--- src/rtl/axi_mem_stall_ctrl.sv ---
// axi_mem_stall_ctrl
// Sequences the IM and DM AXI master ports for the pipeline. Each channel is
// a three-state machine (IDLE -> WAIT -> HOLD). The pipeline is stalled while
// either channel still has an access outstanding. Returned instruction and
// load data are buffered so they stay stable while the other channel finishes.
// A watchdog flags a channel that sits in WAIT for too long.
module axi_mem_stall_ctrl #(
    parameter int TIMEOUT = 256,
    parameter int CNT_W   = 9
) (
    input  logic        clk,
    input  logic        rst,
    input  logic        im_req,
    input  logic        dm_req,
    input  logic [3:0]  dm_web,
    output logic        im_start,
    input  logic        im_done,
    input  logic [31:0] im_rdata,
    output logic        dm_start,
    output logic        dm_write,
    input  logic        dm_done,
    input  logic [31:0] dm_rdata,
    output logic [31:0] inst_out,
    output logic [31:0] ld_data_out,
    output logic        PCstall_axi,
    output logic        DMstall_axi,
    output logic        timeout_err
);

    typedef enum logic [1:0] {
        IDLE = 2'd0,
        WAIT = 2'd1,
        HOLD = 2'd2
    } ch_state_t;

    localparam logic [CNT_W-1:0] TIMEOUT_C = CNT_W'(TIMEOUT);

    ch_state_t        im_state;
    ch_state_t        im_state_next;
    ch_state_t        dm_state;
    ch_state_t        dm_state_next;
    logic             pending_im;
    logic             pending_dm;
    logic             rel;
    logic             im_cap;
    logic             dm_cap;
    logic             any_wait;
    logic             any_done;
    logic [CNT_W-1:0] wd_cnt;
    logic [CNT_W-1:0] wd_cnt_next;

    // Pending/release decode, start pulses and stall outputs; the externally
    // visible pulses and stalls are masked while reset is held.
    always_comb begin
        pending_im  = ((im_state == IDLE) && im_req) || (im_state == WAIT);
        pending_dm  = ((dm_state == IDLE) && dm_req) || (dm_state == WAIT);
        rel         = !pending_im && !pending_dm;
        im_start    = !rst && (im_state == IDLE) && im_req;
        dm_start    = !rst && (dm_state == IDLE) && dm_req;
        PCstall_axi = !rst && (pending_im || pending_dm);
        DMstall_axi = !rst && pending_dm;
        im_cap      = (im_state == WAIT) && im_done;
        dm_cap      = (dm_state == WAIT) && dm_done;
    end

    // Next-state logic for both channels; a done outside WAIT is ignored.
    always_comb begin
        im_state_next = im_state;
        dm_state_next = dm_state;
        case (im_state)
            IDLE:    if (im_req)  im_state_next = WAIT;
            WAIT:    if (im_done) im_state_next = HOLD;
            HOLD:    if (rel)     im_state_next = IDLE;
            default:              im_state_next = IDLE;
        endcase
        case (dm_state)
            IDLE:    if (dm_req)  dm_state_next = WAIT;
            WAIT:    if (dm_done) dm_state_next = HOLD;
            HOLD:    if (rel)     dm_state_next = IDLE;
            default:              dm_state_next = IDLE;
        endcase
    end

    // Channel state registers.
    always_ff @(posedge clk or posedge rst) begin
        if (rst) begin
            im_state <= IDLE;
            dm_state <= IDLE;
        end else begin
            im_state <= im_state_next;
            dm_state <= dm_state_next;
        end
    end

    // Capture returned data and latch the access direction at start; store
    // completions leave the load buffer untouched.
    always_ff @(posedge clk or posedge rst) begin
        if (rst) begin
            inst_out    <= '0;
            ld_data_out <= '0;
            dm_write    <= 1'b0;
        end else begin
            if (im_cap)
                inst_out <= im_rdata;
            if (dm_cap && !dm_write)
                ld_data_out <= dm_rdata;
            if (dm_start)
                dm_write <= (dm_web != 4'b1111);
        end
    end

    // Watchdog counter: counts silent WAIT cycles, clears on any done or when
    // nothing is waiting, saturates at TIMEOUT.
    always_comb begin
        any_wait = (im_state == WAIT) || (dm_state == WAIT);
        any_done = im_done || dm_done;
        if (!any_wait || any_done)
            wd_cnt_next = '0;
        else if (wd_cnt == TIMEOUT_C)
            wd_cnt_next = wd_cnt;
        else
            wd_cnt_next = wd_cnt + 1'b1;
    end

    // Watchdog register and sticky error flag; the FSMs keep waiting after it.
    always_ff @(posedge clk or posedge rst) begin
        if (rst) begin
            wd_cnt      <= '0;
            timeout_err <= 1'b0;
        end else begin
            wd_cnt <= wd_cnt_next;
            if (wd_cnt_next == TIMEOUT_C)
                timeout_err <= 1'b1;
        end
    end

endmodule

--- config.mk ---
export PLATFORM = sky130hd
export DESIGN_NAME = axi_mem_stall_ctrl
export DESIGN_NICKNAME = d
export VERILOG_FILES = /design/src/rtl/axi_mem_stall_ctrl.sv
export SDC_FILE = /design/constraint.sdc
export NUM_CORES = 1
export LEC_CHECK = 0
export CAP_MARGIN = 40
export CORE_MARGIN = 1.5
export CORE_UTILIZATION = 42
export CTS_CLUSTER_DIAMETER = 100
export DETAILED_ROUTE_END_ITERATION = 8
export GPL_TIMING_DRIVEN = 1
export PLACE_DENSITY = 0.81
export SYNTH_ARGS = -nofsm -noshare
export SYNTH_HDL_FRONTEND = slang
export SYNTH_SLANG_ARGS = --single-unit
--- constraint.sdc ---
create_clock -name clk -period 3.8 [get_ports clk]
set_clock_uncertainty 0.15 [all_clocks]
set_input_delay 0.95 -clock clk [delete_from_list [all_inputs] [get_ports clk]]
set_output_delay 0.95 -clock clk [all_outputs]
set_load 0.005 [all_outputs]
==> out/qor.txt, run 1 <==
Net Switching -> 889 uW
Post-synth top flop -> sky130_fd_sc_hd__dfrtp_1
register area share after synthesis -> 60.7%
WL final -> 7400 microns
crit share post-route -> 91.7%
Combinational Power Share -> 41.7%
critical-path maximum fanout -> 5
global-route wire length before repair -> 12,400 microns
number of buffers inserted by port buffering -> 143
horizontal die dimension -> 91.1 microns
Pint -> 2420 uW
number of instances resized during post-cts repair -> 0
multiplexer share of the synthesized area -> 23.1%
top cells by area in the synthesized netlist -> sky130_fd_sc_hd__dfrtp_1, sky130_fd_sc_hd__mux2_2, sky130_fd_sc_hd__nor2_1
maximum number of pins on one net before global-route repair -> 49
parity-gate share of the synthesized area counting xor and xnor cells -> 2.15%
highest ir drop seen on vdd -> 0.402 mV
required arrival time at the worst endpoint -> 2.70 ns
remaining routing DRC violations -> 0
Synth Area in Simple Gates -> 7.99%
slew at the pin closest to its max-slew limit -> 0.577 ns
Layout fillers -> 563
average detailed-routed wire length per instance -> 15.4 microns
dominant combinational cell family by area after synthesis -> multiplexers
number of distinct library cell variants in the gate-level netlist after synthesis -> 38
RSZ-0062 raised after global routing -> false
source-to-sink clock delay at the later pin of the worst-skew pair -> 0.34 ns
initial drt markers -> 85
number of max-cap violations -> 0
GR Util All Layers -> 18.9%
Post-DP HPWL -> 5490 microns
area share of the leading cell type in the synthesized netlist -> 60.7%
highest attainable clock frequency -> 0.287 GHz
count of cells along the worst register-to-register path -> 5
post-route setup TNS -> 0 ns
endpoint of the worst-slack reg-to-reg timing path -> timeout_err
TritonCTS clock tree -> yes
signal arrival time at the worst endpoint -> 2.39 ns
list of most frequent post-synthesis cells -> sky130_fd_sc_hd__dfrtp_1, sky130_fd_sc_hd__mux2_2, sky130_fd_sc_hd__nor2_1
antenna violation net count after detailed routing -> 0
clk sinks -> 79
number of nets in the finished design -> 455
final-report hold violation count -> 0
leakage power total -> 0.00212 uW
cell count after synthesis -> 230
gp weighted congestion -> 0.800
I/O pins -> 144
cell taking the most area after synthesis -> sky130_fd_sc_hd__dfrtp_1
site row count -> 31
initial core utilization -> 44.2%
Syn Nets -> 306
slack of the worst reg-to-reg path -> 1.60 ns
critical path class -> input port to output port
chip height -> 91.1 microns
top-count cell post-synth -> sky130_fd_sc_hd__dfrtp_1
area growth from synthesis to final layout -> 53.1%
class of the tightest hold or removal check -> register to register
number of hold buffers added after cts -> 0
Floorplan Core Area -> 7370 sq um
tightest slew margin relative to the limit -> 61.5%
Post-CTS Setup Repair Bufs -> 0
share of flip-flops with an asynchronous set or reset after synthesis -> 100%
final-report setup violation count -> 0
number of enable flip-flop cells after synthesis -> 0
worst reg2reg startpoint -> wd_cnt[0]
switching portion of total power -> 26.9%
Setup crit start kind -> input port
final core utilization -> 67.6%
Clk pwr share -> 15.6%
Antenna Diode Count -> 0
Flop pwr share -> 42.7%
global route overflow -> 0
Power per Cell Area -> 664 nW/um^2
fin crit period -> 3.49 ns
Max Slew Vio Count -> 0
capturing element type of the critical path -> output port
area of the mapped netlist -> 3260 sq um
number of vias in the routed layout -> 2,373
number of global-route vias before repair -> 2,514
Warnings, synthesis -> 0
Worst setup startpoint -> rst
Syn Area/Cell -> 14.2 sq um
run status -> complete, no violations
DRT Pass-1 Iters -> 4
clk buf depth -> 2
TritonCTS buffer count -> 9
Cells on Worst Hold Path -> 2
worst min-delay path startpoint -> timeout_err
via density per instance -> 4.93
endpoint of the worst hold-timing path -> timeout_err
adder and majority gate portion of the synthesized area -> 0.768%
flop and latch count out of synthesis -> 79
fraction of final layout cells with drive strength greater than 1 -> 23.3%
complex-gate fraction of the synthesized area -> 3.30%
initial antenna violation count -> 0
clock transition at the registers of the reported paths -> 0.07 ns
cell chosen for the clock root -> sky130_fd_sc_hd__clkbuf_8
Die ar. -> 8290 sq um
Max H-tree Level -> 3
critical path, cell delays in order:
cell,delay (ns)
sky130_fd_sc_hd__clkdlybuf4s50_1,0.53
sky130_fd_sc_hd__nor3_1,0.34
sky130_fd_sc_hd__clkdlybuf4s50_1,0.57
through the flow:
| step | area, sq um | worst slack, ns | std cells | hold slack (ns) | total power [uW] |
|---|---|---|---|---|---|
| 6_report | 4980 | 0.314 | 481 | 0.328 | 3310 |
| 5_1_grt | 4980 | 0.226 | 481 | 0.369 | 3510 |
| 4_1_cts | 4980 | 0.304 | 481 | 0.334 | 3360 |
| 2_1_floorplan | 3260 | 0.677 | 230 | 0.306 | 1900 |
| 3_5_place_dp | 4830 | 0.305 | 467 | 0.321 | 2830 |
| 3_3_place_gp | 4830 | 0.336 | 467 | 0.307 | 2790 |
per-layer routing:
layer | share of wire (%) | track usage [%]
met4 | 1.1 | 7.16
met1 | 40 | 22.2
met2 | 53 | 32.2
met5 | 0 | 0
met3 | 6.5 | 6.20
worst max path at each step:
stage,depth (start not counted),end
floorplan,1,dm_state[0]
global placement,5,PCstall_axi
detailed placement,3,dm_start
CTS,3,dm_start
global route,3,dm_start
finish,3,dm_start
power by group through the flow:
stage | logic (uW) | clock network [uW] | registers (uW)
after floorplan | 465 | 0 | 1440
after CTS | 1410 | 533 | 1420
after detailed placement | 1400 | 0 | 1430
after global placement | 1380 | 0 | 1410
after global routing | 1480 | 568 | 1470
final | 1380 | 516 | 1410
layout by cell type (no fill, tap or decap), types with 3 or more instances in the layout:
master,instances
sky130_fd_sc_hd__a21oi_1,3
sky130_fd_sc_hd__buf_4,4
sky130_fd_sc_hd__clkbuf_8,9
sky130_fd_sc_hd__clkdlybuf4s50_1,143
sky130_fd_sc_hd__clkinv_2,3
sky130_fd_sc_hd__dfrtp_1,79
sky130_fd_sc_hd__inv_1,4
sky130_fd_sc_hd__mux2_2,63
sky130_fd_sc_hd__nand2_1,4
sky130_fd_sc_hd__nand2b_1,4
sky130_fd_sc_hd__nand3_1,5
sky130_fd_sc_hd__nor2_1,14
sky130_fd_sc_hd__nor2b_1,3
sky130_fd_sc_hd__nor3_1,3
sky130_fd_sc_hd__o21ai_0,3
sky130_fd_sc_hd__xor2_1,6
kinds of logic (layout without fill, tap and decap cells):
group	Yosys count	in the layout
buf+inv	15	167
compound gates	14	14
mux	67	67
flops	79	79
xor+xnor	8	8
simple gates	45	45
fa+ha+maj	2	2
cell type report:
class / count / area (sq um) / share of cell area [%]
multi-input cells: 136 / 1230 / 24.7
clock buffers: 10 / 128 / 2.56
clock inverters: 4 / 25.0 / 0.502
inverters: 5 / 20.0 / 0.402
flip-flops and latches: 79 / 1980 / 39.7
repair buffers: 148 / 1480 / 29.7
well taps: 99 / 124 / 2.48
flip-flops by register name, indices dropped and copies added (netlist names):
| register | cells |
|---|---|
| wd_cnt | 9 |
| inst_out | 32 |
| timeout_err | 1 |
| ld_data_out | 32 |
| dm_write | 1 |
| im_state | 2 |
| dm_state | 2 |
Power figures use the tool's default switching activity.
==> inputs of run 2 (changes only) <==
--- a/config.mk
+++ b/config.mk
@@ -7,11 +7,13 @@
 export LEC_CHECK = 0
 export CAP_MARGIN = 40
 export CORE_MARGIN = 1.5
-export CORE_UTILIZATION = 42
+export CORE_UTILIZATION = 38
 export CTS_CLUSTER_DIAMETER = 100
 export DETAILED_ROUTE_END_ITERATION = 8
 export GPL_TIMING_DRIVEN = 1
-export PLACE_DENSITY = 0.81
+export PLACE_DENSITY = 0.78
+export RECOVER_POWER = 25
+export SLEW_MARGIN = 25
 export SYNTH_ARGS = -nofsm -noshare
 export SYNTH_HDL_FRONTEND = slang
 export SYNTH_SLANG_ARGS = --single-unit
==> constraint.sdc (replaced) <==
create_clock -name clk -period 2.8 [get_ports clk]
set_clock_uncertainty 0.15 [all_clocks]
set_input_delay 0.7 -clock clk [delete_from_list [all_inputs] [get_ports clk]]
set_output_delay 0.7 -clock clk [all_outputs]
set_load 0.005 [all_outputs]
==> run 2 against run 1 <==
  * Flip-flop and latch count stayed put
  * First-iteration DRC count is 46% lower
  * Power is 44% higher
  * Core utilization is 5.7 points lower
  * Wire length is 3.0% higher
  * Non-clock buffer count is 4 higher
  * Combinational power is 36% higher
  * Hold slack worse by 0.0039 ns
  * Critical endpoint is now PCstall_axi
==> out/qor.txt, run 2 (synthesis gave the netlist of run 1 again) <==
capturing element type of the critical path -> output port
gp weighted congestion -> 0.798
highest-count cells in the layout ignoring fill and taps -> sky130_fd_sc_hd__clkdlybuf4s50_1, sky130_fd_sc_hd__dfrtp_1, sky130_fd_sc_hd__mux2_2, sky130_fd_sc_hd__nor2_1, sky130_fd_sc_hd__clkbuf_8
class of the tightest hold or removal check -> register to register
registers with the most flip-flops -> inst_out: 32 flops, ld_data_out: 32 flops, wd_cnt: 9 flops
Setup crit start kind -> input port
number of vias in the routed layout -> 2,390
initial drt markers -> 46
I/O pins -> 144
average detailed-routed wire length per instance -> 15.4 microns
remaining routing DRC violations -> 0
number of hold buffers added after cts -> 0
area growth from synthesis to final layout -> 57.0%
global-route wire length before repair -> 11,900 microns
antenna violation net count after detailed routing -> 0
Post-DP HPWL -> 5730 microns
highest attainable clock frequency -> 0.369 GHz
area after detailed placement -> 4890 sq um
initial antenna violation count -> 1
site row count -> 33
maximum number of pins on one net before global-route repair -> 34
TritonCTS buffer count -> 9
GR Util All Layers -> 17.3%
horizontal die dimension -> 95.6 microns
signal arrival time at the worst endpoint -> 1.86 ns
post-layout instance area -> 5110 sq um
source-to-sink clock delay at the later pin of the worst-skew pair -> 0.34 ns
Max Slew Vio Count -> 0
most common cell after layout, fill and taps aside -> sky130_fd_sc_hd__clkdlybuf4s50_1
final-report setup violation count -> 0
leakage power total -> 0.00221 uW
tightest slew margin relative to the limit -> 23.7%
cell chosen for the clock root -> sky130_fd_sc_hd__clkbuf_8
global route overflow -> 0
clk buf depth -> 2
highest ir drop seen on vdd -> 0.491 mV
clk sinks -> 79
Die ar. -> 9140 sq um
clock transition at the registers of the reported paths -> 0.08 ns
crit share post-route -> 96.8%
initial core utilization -> 39.4%
slew at the pin closest to its max-slew limit -> 1.13 ns
fraction of final layout cells with drive strength greater than 1 -> 24.5%
Max H-tree Level -> 3
number of max-cap violations -> 0
number of nets in the finished design -> 459
RSZ-0062 raised after global routing -> false
critical path class -> input port to output port
post-route setup TNS -> 0 ns
Floorplan Core Area -> 8260 sq um
required arrival time at the worst endpoint -> 1.95 ns
chip height -> 95.6 microns
TritonCTS clock tree -> yes
fin crit period -> 2.71 ns
WL final -> 7620 microns
via density per instance -> 4.84
number of global-route vias before repair -> 2,538
post-route worst hold slack -> 0.324 ns
final-report hold violation count -> 0
Power per Cell Area -> 929 nW/um^2
critical-path maximum fanout -> 3
run status -> complete, no violations
DRT Pass-1 Iters -> 5
number of buffers inserted by port buffering -> 143
==> run 2: report_power, final <==
group	total (uW)	switching (uW)	internal (uW)	leakage [uW]
combinational	1880	539	1340	0.00113
sequential	1920	286	1640	0.000973
clock	949	416	533	0.000111
total	4750	1240	3510	0.00221
==> run 2: cell type report <==
cell class              instances  area, sq um
well taps                     105          131
flip-flops and latches         79         1980
diodes                          1         2.50
multi-input cells             136         1240
inverters                       5         20.0
clock buffers                  12          145
clock inverters                 4         77.6
fillers                       704         3140
repair buffers                152         1520
==> run 2: final timing paths <==
check                            start         endpoint  slack (ns)  cells past startpoint
max in group asynchronous          rst  ld_data_out[23]        0.47                      5
min reg2reg                timeout_err      timeout_err        0.32                      2
max reg2reg                  wd_cnt[0]      timeout_err        0.63                      5
min in group asynchronous          rst        wd_cnt[7]        0.89                      4
max                             dm_req      PCstall_axi        0.09                      5
min                        timeout_err      timeout_err        0.32                      2
==> run 2: worst max-delay path, stage by stage <==
cell and delay [ns]:
sky130_fd_sc_hd__clkdlybuf4s50_1 0.48, sky130_fd_sc_hd__nor2_1 0.07, sky130_fd_sc_hd__o22a_1 0.23, sky130_fd_sc_hd__nor2_1 0.12, sky130_fd_sc_hd__dlygate4sd2_1 0.26
==> run 2: what timing repair did <==
item,4_1_cts,5_1_grt
endpoints found under the setup margin,4,2
pin swaps,0,1
endpoints found under the hold margin,0,0
setup buffers,0,1
gates resized for setup,5,2
==> run 2: per-layer routing <==
metal / vias up / GRT usage [%] / part of all wire (%)
met5: - / 0 / 0
met1: 1181 / 20.3 / 39
met2: 79 / 28.1 / 51
met4: 0 / 8.46 / 2.1
met3: 14 / 6.06 / 7.4
li1: 1116 / - / -
==> run 2: stage by stage <==
stage / power, uW / cells / utilization, % / setup slack [ns]
2_1_floorplan: 2580 / 230 / - / 0.838
3_3_place_gp: 3790 / 476 / 59.2 / -0.169
3_5_place_dp: 3870 / 476 / 59.2 / -0.179
4_1_cts: 4830 / 492 / 62.0 / 0.00652
5_1_grt: 5040 / 494 / 61.9 / 0.0333
6_report: 4750 / 494 / 61.9 / 0.0889
==> inputs of run 3 (changes only) <==
--- a/config.mk
+++ b/config.mk
@@ -8,6 +8,7 @@
 export CAP_MARGIN = 40
 export CORE_MARGIN = 1.5
 export CORE_UTILIZATION = 38
+export CTS_BUF_LIST = sky130_fd_sc_hd__clkbuf_16
 export CTS_CLUSTER_DIAMETER = 100
 export DETAILED_ROUTE_END_ITERATION = 8
 export GPL_TIMING_DRIVEN = 1
==> run 3 against run 2 <==
  * Combinational power is essentially flat
  * First-iteration DRC count rose by 30%
  * Hold slack got worse by 0.0047 ns
  * Wire length is 1.4% higher
  * Worst setup slack worse by 0.018 ns
  * Global-route usage increased by 0.41 points
  * Critical path depth unchanged
  * Final cell count is the same
  * Non-clock buffer count unchanged
  * Clock power up 30%
  * Largest cell class unchanged
  * Largest power group unchanged
==> out/qor.txt, run 3 (synthesis gave the netlist of run 1 again) <==
Net Switching -> 1280 uW
Floorplan Core Area -> 8260 sq um
source-to-sink clock delay at the later pin of the worst-skew pair -> 0.33 ns
global route overflow -> 0
area after detailed placement -> 4890 sq um
average detailed-routed wire length per instance -> 15.6 microns
met2 Use GR -> 29.3%
clk buf depth -> 2
registers with the most flip-flops -> inst_out: 32 flops, ld_data_out: 32 flops, wd_cnt: 9 flops
RSZ-0062 raised after global routing -> false
slack of the worst reg-to-reg path -> 0.63 ns
WL final -> 7720 microns
class of the tightest hold or removal check -> register to register
final-report hold violation count -> 0
tightest slew margin relative to the limit -> 24.6%
GR Util All Layers -> 17.7%
highest ir drop seen on vdd -> 0.522 mV
fraction of final layout cells with drive strength greater than 1 -> 24.2%
worst reg2reg startpoint -> wd_cnt[0]
crit share post-route -> 97.5%
fin crit period -> 2.73 ns
clock transition at the registers of the reported paths -> 0.06 ns
capturing element type of the critical path -> output port
TritonCTS clock tree -> yes
leakage power total -> 0.00226 uW
endpoint of the worst hold-timing path -> timeout_err
Max Slew Vio Count -> 0
grt peak-use layer -> met2
initial core utilization -> 39.4%
number of vias in the routed layout -> 2,401
site row count -> 33
most common cell after layout, fill and taps aside -> sky130_fd_sc_hd__clkdlybuf4s50_1
clk sinks -> 79
total placed cells including tap cells -> 476
critical-path maximum fanout -> 3
endpoint of the worst-slack reg-to-reg timing path -> timeout_err
critical path class -> input port to output port
run status -> complete, no violations
DRT Pass-1 Iters -> 4
global routing usage on met1 -> 20.2%
post-layout instance area -> 5200 sq um
initial drt markers -> 60
Flop pwr share -> 38.3%
switching portion of total power -> 25.5%
Pint -> 3760 uW
worst path cell trace -> clkdlybuf4s50_1 > nor2_1 > o22a_1 > nor2_1 > dlygate4sd2_1
highest-count cells in the layout ignoring fill and taps -> sky130_fd_sc_hd__clkdlybuf4s50_1, sky130_fd_sc_hd__dfrtp_1, sky130_fd_sc_hd__mux2_2, sky130_fd_sc_hd__nor2_1, sky130_fd_sc_hd__clkbuf_16
remaining routing DRC violations -> 0
maximum number of pins on one net before global-route repair -> 34
area growth from synthesis to final layout -> 59.8%
signal arrival time at the worst endpoint -> 1.88 ns
chip height -> 95.6 microns
CP top delay family -> buffers and inverters
horizontal die dimension -> 95.6 microns
post-route setup TNS -> 0 ns
number of buffers inserted by port buffering -> 143
required arrival time at the worst endpoint -> 1.95 ns
highest attainable clock frequency -> 0.366 GHz
number of hold buffers added after cts -> 0
via density per instance -> 4.86
Cells on Worst Hold Path -> 2
number of max-cap violations -> 0
I/O pins -> 144
global-route wire length before repair -> 12,100 microns
Setup crit start kind -> input port
gp weighted congestion -> 0.798
Power per Cell Area -> 968 nW/um^2
worst min-delay path startpoint -> timeout_err
antenna violation net count after detailed routing -> 0
Combinational Power Share -> 37.3%
TritonCTS buffer count -> 9
Most Frequent Cell on Critical Path -> sky130_fd_sc_hd__nor2_1
number of nets in the finished design -> 459
final-report setup violation count -> 0
CP Buf/Inv Count -> 2
cell chosen for the clock root -> sky130_fd_sc_hd__clkbuf_16
slowest stage delay, CP -> 0.48 ns
Clk pwr share -> 24.3%
Layout fillers -> 697
slew at the pin closest to its max-slew limit -> 1.12 ns
Max H-tree Level -> 3
final instance count without filler cells -> 494
Die ar. -> 9140 sq um
CP max-delay cell -> sky130_fd_sc_hd__clkdlybuf4s50_1
initial antenna violation count -> 1
count of cells along the worst register-to-register path -> 5
number of global-route vias before repair -> 2,553
Post-DP HPWL -> 5730 microns
met3 usage in global routing -> 7.89%
-- run 3: layout make-up --
type / count / area, sq um / area share (%)
Inverter: 5 / 20.0 / 0.385
Clock inverter: 7 / 88.8 / 1.71
Clock buffer: 9 / 225 / 4.33
Antenna cell: 1 / 2.50 / 0.0481
Timing Repair Buffer: 152 / 1520 / 29.3
Tap cell: 105 / 131 / 2.52
Sequential cell: 79 / 1980 / 38.0
Multi-Input combinational cell: 136 / 1240 / 23.8
-- run 3: metrics by stage --
step / utilization [%] / hold slack (ns) / setup WS, ns / power (uW)
finish: 63.0 / 0.320 / 0.0712 / 5040
global route: 63.0 / 0.352 / 0.0322 / 5330
CTS: 63.1 / 0.333 / 0.00648 / 5120
detailed placement: 59.2 / 0.319 / -0.179 / 3870
global placement: 59.2 / 0.321 / -0.169 / 3790
floorplan: - / 0.306 / 0.838 / 2580
-- run 3: repair_timing --
item | 4_1_cts | 5_1_grt
setup buffers | 0 | 1
setup endpoints to repair | 4 | 2
hold endpoints to repair | 0 | 0
pin swaps | 0 | 1
resized for setup | 5 | 2
-- run 3: worst max-delay path by stage --
stage	from	end	slack [ns]	cells after the start
final	dm_req	PCstall_axi	0.07	5
after global routing	dm_req	PCstall_axi	0.03	5
after CTS	dm_req	dm_start	0.006	4
after detailed placement	dm_req	PCstall_axi	-0.18	5
after global placement	dm_req	PCstall_axi	-0.17	5
after floorplan	dm_done	ld_data_out[20]	0.84	4
-- run 3: metal layers --
| layer | vias up | wire length [microns] |
|---|---|---|
| li1 | 1118 | - |
| met1 | 1195 | 2970 |
| met2 | 78 | 3980 |
| met3 | 10 | 628 |
| met4 | 0 | 147 |
| met5 | - | 0 |
-- run 3: power groups by stage --
stage	registers, uW	logic [uW]	clock network [uW]
floorplan	1950	632	0
global placement	1920	1870	0
detailed placement	1950	1920	0
CTS	1940	1930	1250
global route	2000	2030	1300
finish	1930	1880	1230
-- run 3: worst reg2reg max path: stages, from the launching register on --
cell	delay [ns]
sky130_fd_sc_hd__dfrtp_1	0.49
sky130_fd_sc_hd__ha_1	0.36
sky130_fd_sc_hd__nand3_1	0.13
sky130_fd_sc_hd__or3_1	0.35
sky130_fd_sc_hd__a221o_1	0.39
sky130_fd_sc_hd__o41ai_2	0.20
